### config.mk
export PLATFORM = sky130hd
export DESIGN_NAME = minx16_dbus_bridge
export DESIGN_NICKNAME = d
export VERILOG_FILES = /design/src/rtl/minx16_dbus_pkg.sv /design/src/rtl/minx16_dbus_timeout.sv /design/src/rtl/minx16_dbus_bridge.sv
export SDC_FILE = /design/constraint.sdc
export NUM_CORES = 1
export LEC_CHECK = 0
export CAP_MARGIN = 20
export CORE_MARGIN = 8
export CORE_UTILIZATION = 46
export DETAILED_ROUTE_END_ITERATION = 16
export PLACE_DENSITY = 0.78
export SLEW_MARGIN = 20
export SYNTH_ARGS = -nofsm -noshare
export SYNTH_HDL_FRONTEND = slang
export SYNTH_SLANG_ARGS = --single-unit
### constraint.sdc
create_clock -name clk -period 2.25 [get_ports clk]
set_input_delay 0.675 -clock clk [delete_from_list [all_inputs] [get_ports clk]]
set_output_delay 0.675 -clock clk [all_outputs]
set_load 0.1 [all_outputs]
### src/rtl/minx16_dbus_pkg.sv
// Shared types and constants for the Minx16 data-bus bridge.
package minx16_dbus_pkg;

    typedef enum logic [2:0] {
        StIdle,
        StAddr,
        StReq,
        StDone,
        StTurn
    } state_e;

    localparam logic [15:0] RDATA_TIMEOUT = 16'hFFFF;
    localparam logic [15:0] RDATA_NULL    = 16'h0000;

endpackage

### src/rtl/minx16_dbus_timeout.sv
// 8-bit down-counter bounding how long the bridge waits for a memory acknowledge.
module minx16_dbus_timeout (
    input  logic       clk,
    input  logic       reset,
    input  logic       load_i,
    input  logic [7:0] load_val_i,
    input  logic       en_i,
    output logic       expired_o
);

    logic [7:0] cnt_q, cnt_d;

    always_comb begin
        cnt_d = cnt_q;
        if (load_i) begin
            cnt_d = load_val_i;
        end else if (en_i && (cnt_q != 8'd0)) begin
            cnt_d = cnt_q - 8'd1;
        end
    end

    always_ff @(posedge clk) begin
        if (reset) begin
            cnt_q <= 8'd0;
        end else begin
            cnt_q <= cnt_d;
        end
    end

    assign expired_o = (cnt_q == 8'd0);

endmodule

### src/rtl/minx16_dbus_bridge.sv
// Minx16 multiplexed AD bus slave: demuxes one bus cycle into a single memory
// request and returns read data with a one-cycle RDY pulse.
module minx16_dbus_bridge
    import minx16_dbus_pkg::*;
#(
    parameter int unsigned ADDR_W  = 15,
    parameter int unsigned TIMEOUT = 15
) (
    input  logic              clk,
    input  logic              reset,
    input  logic [15:0]       ad_i,
    output logic [15:0]       ad_o,
    output logic              ad_oe_o,
    input  logic              ale_i,
    input  logic              dle_i,
    input  logic [1:0]        stb_i,
    input  logic              rd_i,
    input  logic              wr_i,
    output logic              rdy_o,
    output logic              mem_req_o,
    output logic              mem_we_o,
    output logic [ADDR_W-1:0] mem_addr_o,
    output logic [15:0]       mem_wdata_o,
    output logic [1:0]        mem_be_o,
    input  logic              mem_ack_i,
    input  logic [15:0]       mem_rdata_i,
    output logic              err_o,
    output logic              busy_o
);

    state_e state_q, state_d;

    logic [ADDR_W:1] addr_q, addr_d;
    logic [15:0]     wdata_q, wdata_d;
    logic [15:0]     rdata_q, rdata_d;
    logic [1:0]      be_q, be_d;
    logic            we_q, we_d;
    logic            rd_q, rd_d;
    logic            err_q, err_d;

    logic            rdy_q, ad_oe_q, mem_req_q, busy_q;
    logic [15:0]     ad_q;

    logic            tmo_load, tmo_en, tmo_expired;

    minx16_dbus_timeout u_timeout (
        .clk        (clk),
        .reset      (reset),
        .load_i     (tmo_load),
        .load_val_i (8'(TIMEOUT - 1)),
        .en_i       (tmo_en),
        .expired_o  (tmo_expired)
    );

    always_comb begin
        state_d  = state_q;
        addr_d   = addr_q;
        wdata_d  = wdata_q;
        rdata_d  = rdata_q;
        be_d     = be_q;
        we_d     = we_q;
        rd_d     = rd_q;
        err_d    = err_q;
        tmo_load = 1'b0;
        tmo_en   = 1'b0;

        // A fresh ALE is only legal between bus cycles.
        if (ale_i && (state_q != StIdle)) begin
            err_d = 1'b1;
        end

        unique case (state_q)
            StIdle: begin
                if (ale_i) begin
                    addr_d  = ad_i[ADDR_W:1];
                    state_d = StAddr;
                end
            end
            StAddr: begin
                if (dle_i && (rd_i || wr_i)) begin
                    be_d = stb_i;
                    we_d = wr_i & ~rd_i;
                    // Conflicting strobes never drive AD back, to avoid fighting the CPU.
                    rd_d = rd_i & ~wr_i;
                    if (wr_i) begin
                        wdata_d = ad_i;
                    end
                    if (rd_i && wr_i) begin
                        err_d   = 1'b1;
                        rdata_d = RDATA_NULL;
                        state_d = StDone;
                    end else if (stb_i == 2'b00) begin
                        rdata_d = RDATA_NULL;
                        state_d = StDone;
                    end else begin
                        tmo_load = 1'b1;
                        state_d  = StReq;
                    end
                end
            end
            StReq: begin
                tmo_en = 1'b1;
                if (mem_ack_i) begin
                    if (rd_q) begin
                        rdata_d = mem_rdata_i;
                    end
                    state_d = StDone;
                end else if (tmo_expired) begin
                    rdata_d = RDATA_TIMEOUT;
                    err_d   = 1'b1;
                    state_d = StDone;
                end
            end
            StDone: begin
                state_d = StTurn;
            end
            StTurn: begin
                if (!rd_i && !wr_i) begin
                    state_d = StIdle;
                end
            end
            default: begin
                state_d = StIdle;
            end
        endcase
    end

    // Bus-facing outputs are registered from the next state so they line up with it.
    always_ff @(posedge clk) begin
        if (reset) begin
            state_q   <= StIdle;
            addr_q    <= '0;
            wdata_q   <= 16'h0000;
            rdata_q   <= 16'h0000;
            be_q      <= 2'b00;
            we_q      <= 1'b0;
            rd_q      <= 1'b0;
            err_q     <= 1'b0;
            rdy_q     <= 1'b0;
            ad_oe_q   <= 1'b0;
            ad_q      <= 16'h0000;
            mem_req_q <= 1'b0;
            busy_q    <= 1'b0;
        end else begin
            state_q   <= state_d;
            addr_q    <= addr_d;
            wdata_q   <= wdata_d;
            rdata_q   <= rdata_d;
            be_q      <= be_d;
            we_q      <= we_d;
            rd_q      <= rd_d;
            err_q     <= err_d;
            rdy_q     <= (state_d == StDone);
            ad_oe_q   <= (state_d == StDone) && rd_d;
            ad_q      <= ((state_d == StDone) && rd_d) ? rdata_d : 16'h0000;
            mem_req_q <= (state_d == StReq);
            busy_q    <= (state_d != StIdle);
        end
    end

    assign ad_o        = ad_q;
    assign ad_oe_o     = ad_oe_q;
    assign rdy_o       = rdy_q;
    assign mem_req_o   = mem_req_q;
    assign mem_we_o    = we_q;
    assign mem_addr_o  = addr_q;
    assign mem_wdata_o = wdata_q;
    assign mem_be_o    = be_q;
    assign err_o       = err_q;
    assign busy_o      = busy_q;

endmodule
Word level (Yosys, flattened, before mapping)
Index checks and enable logic that the tools add are counted.
{"block": "totals", "ff_bits": 83, "in_bits": 41, "output_inout_bits": 55, "elab_cells": 78}
{"block": "classes", "addsub": 1, "n_eq_ne": 6, "mux": 30, "bitwise": 5, "reduce_logical": 21}
{"cell": "16-bit two-way mux", "count": 6}
{"cell": "16-bit one-hot mux with 2 select lines", "count": 1}
{"cell": "3-bit two-way mux", "count": 5}
{"cell": "3-bit one-hot mux with 5 select lines", "count": 1}
{"cell": "1-bit two-way mux", "count": 14}
{"cell": "3-bit by 2-bit equality test with 1-bit output, second input constant", "count": 4}
{"cell": "8-bit logical NOT", "count": 1}
{"cell": "4-bit two-way mux", "count": 2}
{"cell": "8-bit nonzero test", "count": 1}
{"cell": "8-bit by 1-bit subtractor with 8-bit output, second input constant", "count": 1}
{"cell": "1-bit logical AND", "count": 6}
{"cell": "3-bit nonzero test", "count": 2}
{"cell": "2-bit AND reduction", "count": 2}
{"cell": "2-bit OR reduction", "count": 2}
{"cell": "3-bit by 1-bit equality test with 1-bit output, second input constant", "count": 1}
{"cell": "3-bit equality test, second input constant", "count": 1}
{"cell": "3-bit logical NOT", "count": 1}
{"cell": "1-bit NOT", "count": 3}
{"cell": "3-bit AND reduction", "count": 1}
{"cell": "1-bit bitwise AND", "count": 2}
{"cell": "1-bit logical NOT", "count": 2}
{"cell": "2-bit logical NOT", "count": 1}
{"cell": "1-bit one-hot mux with 2 select lines", "count": 1}
{"cell": "2-bit nonzero test", "count": 1}
{"cell": "1-bit logical OR", "count": 1}

Logic depth before layout (Yosys ltp)
Gate-level depths: netlist of run 1.
{"block": "depth", "ltp_word": 9, "ltp_mapped": 8, "ltp_nobuf": 6}

By module
Synthesis of run 1 repeated with hierarchy kept, for this count alone.
{"block": "hier_totals", "hier_cells": 366, "area_unflattened_um2": 3286.9}
{"mod": "minx16_dbus_bridge", "n_inst": 1, "cells_per_inst": 307, "area_per_inst_um2": 2771.4, "seq_area_each_um2": 1501.4}
{"mod": "minx16_dbus_timeout", "n_inst": 1, "cells_per_inst": 59, "area_per_inst_um2": 515.5, "seq_area_each_um2": 160.2}

Worst setup path after synthesis of run 1
Ideal clock, no wire load.
{"block": "synth_timing", "path_kind": "input to register", "start": "in rd_i", "end": "reg ad_q[5] (netlist: ad_o[5])", "setup_time_ps": 78, "arrival_ps": 1883, "t_required_ps": 2172, "setup_slack_ps": 289, "stages": 5, "path_buffers": 1, "cell_sequence": "or2_2 a32oi_1 buf_2 a22oi_1 nor3_1"}
{"block": "synth_between", "elab_chain_len": 8, "elab_cells_between_ends": 19, "cone_classes": "eq/ne: 1; mux: 9; bitwise: 2; reduce/logical: 7"}
{"item": "start, declared", "line": "minx16_dbus_bridge.sv:17", "text": "input logic rd_i,"}
{"item": "1-bit logical AND, or another cell as far along", "line": "minx16_dbus_bridge.sv:88", "text": "if (rd_i && wr_i) begin"}
{"item": "1-bit two-way mux, or another cell as far along", "line": "minx16_dbus_bridge.sv:88"}
{"item": "3-bit two-way mux, on equally long branches", "line": "minx16_dbus_bridge.sv:80, minx16_dbus_bridge.sv:118"}
{"item": "3-bit one-hot mux with 5 select lines", "line": "minx16_dbus_bridge.sv:72", "text": "unique case (state_q)"}
{"item": "3-bit by 2-bit equality test with 1-bit output", "line": "minx16_dbus_bridge.sv:155", "text": "ad_q <= ((state_d == StDone) && rd_d) ? rdata_d : 16'h0000;"}
{"item": "1-bit logical AND", "line": "minx16_dbus_bridge.sv:155"}
{"item": "1-bit NOT (no source line)"}
{"item": "2-bit OR reduction (no source line)"}
{"item": "end signal, assigned", "line": "minx16_dbus_bridge.sv:155"}
{"item": "end, declared", "line": "minx16_dbus_bridge.sv:42", "text": "logic [15:0] ad_q;"}
Parallel ways exist; a longest one is shown, timed or not.
A chain may end at the register's enable or synchronous reset.

Final worst setup path of run 1
{"block": "layout_timing", "start": "in rd_i", "end": "reg busy_q (netlist: busy_o)"}
{"block": "layout_between", "elab_chain_len": 5, "elab_cells_between_ends": 10, "cone_classes": "mux: 4; reduce/logical: 6"}
{"item": "1-bit logical AND, or another cell as far along", "line": "minx16_dbus_bridge.sv:88"}
{"item": "1-bit two-way mux, or another cell as far along", "line": "minx16_dbus_bridge.sv:88"}
{"item": "3-bit two-way mux, on equally long branches", "line": "minx16_dbus_bridge.sv:80, minx16_dbus_bridge.sv:118"}
{"item": "3-bit one-hot mux with 5 select lines (*)", "line": "minx16_dbus_bridge.sv:72"}
{"item": "3-bit nonzero test (*)", "line": "minx16_dbus_bridge.sv:157", "text": "busy_q <= (state_d != StIdle);"}
{"item": "end signal, assigned", "line": "minx16_dbus_bridge.sv:157"}
{"item": "end, declared", "line": "minx16_dbus_bridge.sv:41", "text": "logic rdy_q, ad_oe_q, mem_req_q, busy_q;"}
Mark *: on every way between the ends. The rest lies on a longest branch, timed or not.

==> run summary, run 1 <==
Status - completed
Sink Count - 83
Die W - 99.27 um
Max-cap check violation count - 0
Area added between synthesis and finish - 35.97%
Max-slew violation count - 0
Leakage - 0.001690 uW
Via count - 2955
Fillers - 591
Ratio of cells with drive above 1 in the final layout - 20.55%
Synth area leaders - dfxtp_1, nand2_1, a21oi_1, a22oi_1, o31ai_1
Pre-antenna DRT Iters - 4
Main combinational cell family by area after synthesis - simple AND/OR/NAND/NOR gates
Sequential-to-total area share from yosys stat - 52.10%
Die height - 99.27 um
TritonCTS Buffers - 9
Hold path depth - 2
Top Ports - 96
Post-cts hold buffer count - 0
Clk buf depth - 2
Crit path cell chain - clkdlybuf4s50_1 -> xor2_1 -> o2111ai_1 -> a22oi_1 -> buf_4 -> a31oi_1
Worst skew pair latency - 0.33 ns
WP data required - 2.46 ns
Final Net Count - 510
Share of Yosys cell area claimed by the top area cell type - 52.10%
Fin. Hold Viols - 0
Setup violators final - 0
Port Buffer Count - 95
Adder-Cell Fraction of Synth Area - 0.3923%
Initial antenna violation count - 0
Endpoint class of the critical path - flop
Die Area - 9854 um^2
Synth Area in XOR/XNOR - 1.373%
Worst-Margin Slew - 0.5397 ns
Root buffer cell - clkbuf_8
CTS tree - done
CP Max Fanout - 20
Syn avg cell area - 8.505 um^2
Wire length per cell - 15.66 um
Ys flop type - dfxtp_1
CORE AREA - 6756 um^2
Simple-Gate Fraction of Synth Area - 23.07%
Synth Area in Compound Gates - 17.65%
Routability cong. - 0.8323
Asr flop ratio synth - 0%
Drt via density - 5.353
Final Cycle Share - 92.48%
CP max stage delay - 0.57 ns
Leading area contributor after synthesis - dfxtp_1
Final Cell Area - 4337 um^2
Highest-delay cell along the critical path - clkdlybuf4s50_1
Post-DP HPWL - 6267 um
Starting Density - 47.20%
Startpoint Class - primary input
Cell Area, Synth - 3189 um^2
First-pass GRT wire length - 14320 um
Worst VDD drop - 368.9 uV
Total negative slack - 0 ns
Vias in the first global route - 2977
CTS clk-pin slew, worst paths - 0.08 ns
DRT Wirelength - 8646 um
Critical path arrival - 2.29 ns
Cells after synthesis - 375
Synth cell count leaders - dfxtp_1, nand2_1, a21oi_1
Worst hold path class - reg -> reg
Register-to-Register Path Depth - 7
Yosys reg bits - 83
Most common cell in the netlist - dfxtp_1
Fin crit period - 2.081 ns
Number of flops mapped to enable cells by yosys - 0
Ys Warns - 0
Tot GR Track Use - 17.69%
Remaining DRCs - 0
Global route total overflow - 0
Multiplexer area fraction after synthesis - 0.6277%
CTS H-tree lvls - 3
Clock skew - 0.009239 ns
Detail Route Antenna Nets - 0
Unrepaired setup endpoints after global routing - false
Final core occ - 64.19%
Syn Nets - 417
Fmax - 0.4806 GHz
PwrDens - 772.3 nW/um^2
Max-Slew Margin vs Limit - 63.93%
Antenna Cells - 0
Num rows - 30
Worst Path Class, Setup - in -> reg
Cell Area, Placed - 4135 um^2
Unique masters post-synth - 39
Largest net degree at the start of global routing - 39
Initial DRC Count - 211
==> state kept, by name (all words and copies together) (netlist names) <==
name	flops
ad_o	16
ad_oe_o	1
busy_o	1
err_o	1
mem_addr_o	15
mem_be_o	2
mem_req_o	1
mem_wdata_o	16
mem_we_o	1
rd_q	1
rdata_q	16
rdy_o	1
state_q	3
u_timeout.cnt_q	8
==> stage by stage <==
step / instances / worst slack, ns / hold slack, ns / power [uW]
6_report: 552 / 0.1692 / 0.4557 / 3349
5_1_grt: 552 / 0.02606 / 0.4741 / 3491
4_1_cts: 552 / 0.1116 / 0.4581 / 3374
3_5_place_dp: 537 / -0.1932 / 0.4473 / 2359
3_3_place_gp: 537 / -0.1286 / 0.4431 / 2345
2_1_floorplan: 375 / 0.2894 / 0.4587 / 2123
==> logic make-up (layout without fill, tap and decap cells) <==
family | count (synthesis) | count (layout)
and+or+nand+nor | 159 | 159
muxes | 2 | 2
AOI/OAI and AO/OA | 89 | 89
xor gates and xnor gates | 5 | 5
buffers and inverters | 36 | 133
adders and majority gates | 1 | 1
DFF | 83 | 83
==> final timing paths <==
| check | from | to | slack (ns) |
|---|---|---|---|
| setup reg to reg | u_timeout.cnt_q[0] | ad_o[11] | 0.18 |
| hold / removal | mem_wdata_o[2] | mem_wdata_o[2] | 0.46 |
| setup / recovery | rd_i | busy_o | 0.17 |
| hold reg to reg | mem_wdata_o[2] | mem_wdata_o[2] | 0.46 |
==> power by group <==
group	leakage, uW	total, uW	internal, uW	switching [uW]
sequential	0.000673	1560	1530	35.3
clock	0.000102	1020	533	485
combinational	0.000914	770	240	530
total	0.00169	3350	2300	1050
==> layer usage <==
metal,vias up,routed length [um],track usage [%]
met5,-,0,0
met4,0,114,6.636
met3,11,637,5.377
met2,100,4082,29.49
met1,1348,3811,20.84
li1,1496,-,-
==> cell type report <==
class                      count  area [um^2]  share of cell area [%]
sequential                    83         1662                   38.31
multi-input combinational    256         1385                   31.94
timing repair buffer         116        991.0                   22.85
clock buffer                  10        137.6                   3.174
tap                           80        100.1                   2.308
clock inverter                 5        53.80                   1.241
inverter                       2        7.507                  0.1731
==> critical path, delay by kind of cell <==
kind,cells,cell delay (ns)
compound gates,3,0.50
xor+xnor,1,0.22
buf+inv,2,0.88
==> placed cells by master (no fill, tap or decap), drive strengths merged, types with 3 or more instances in the layout <==
| cell | n |
|---|---|
| or3 | 4 |
| a21oi | 39 |
| buf | 77 |
| dfxtp | 83 |
| o21ai | 4 |
| o211ai | 3 |
| clkinv | 4 |
| nor2 | 29 |
| nand2 | 66 |
| and2 | 7 |
| nor3 | 22 |
| a22oi | 18 |
| xor2 | 4 |
| o31ai | 17 |
| clkbuf | 10 |
| clkdlybuf4s50 | 39 |
| nand3 | 17 |
==> what timing repair did <==
item	4_1_cts	5_1_grt
setup buffers	0	0
endpoints found under the setup margin	0	4
resized for setup	0	2
Note: power is estimated with default switching activity, not from simulation.
==> run 2: changes to the inputs <==
Settings changed: CTS_CLUSTER_DIAMETER set to 60.
==> results of run 2 <==
Same layout as run 1: the final DEF is identical, and so are final timing and power.
==> run 3: changes to the inputs <==
Settings changed: SLEW_MARGIN 20 to 10.
==> results of run 3 <==
Same layout as run 1: the final DEF is identical, and so are final timing and power.
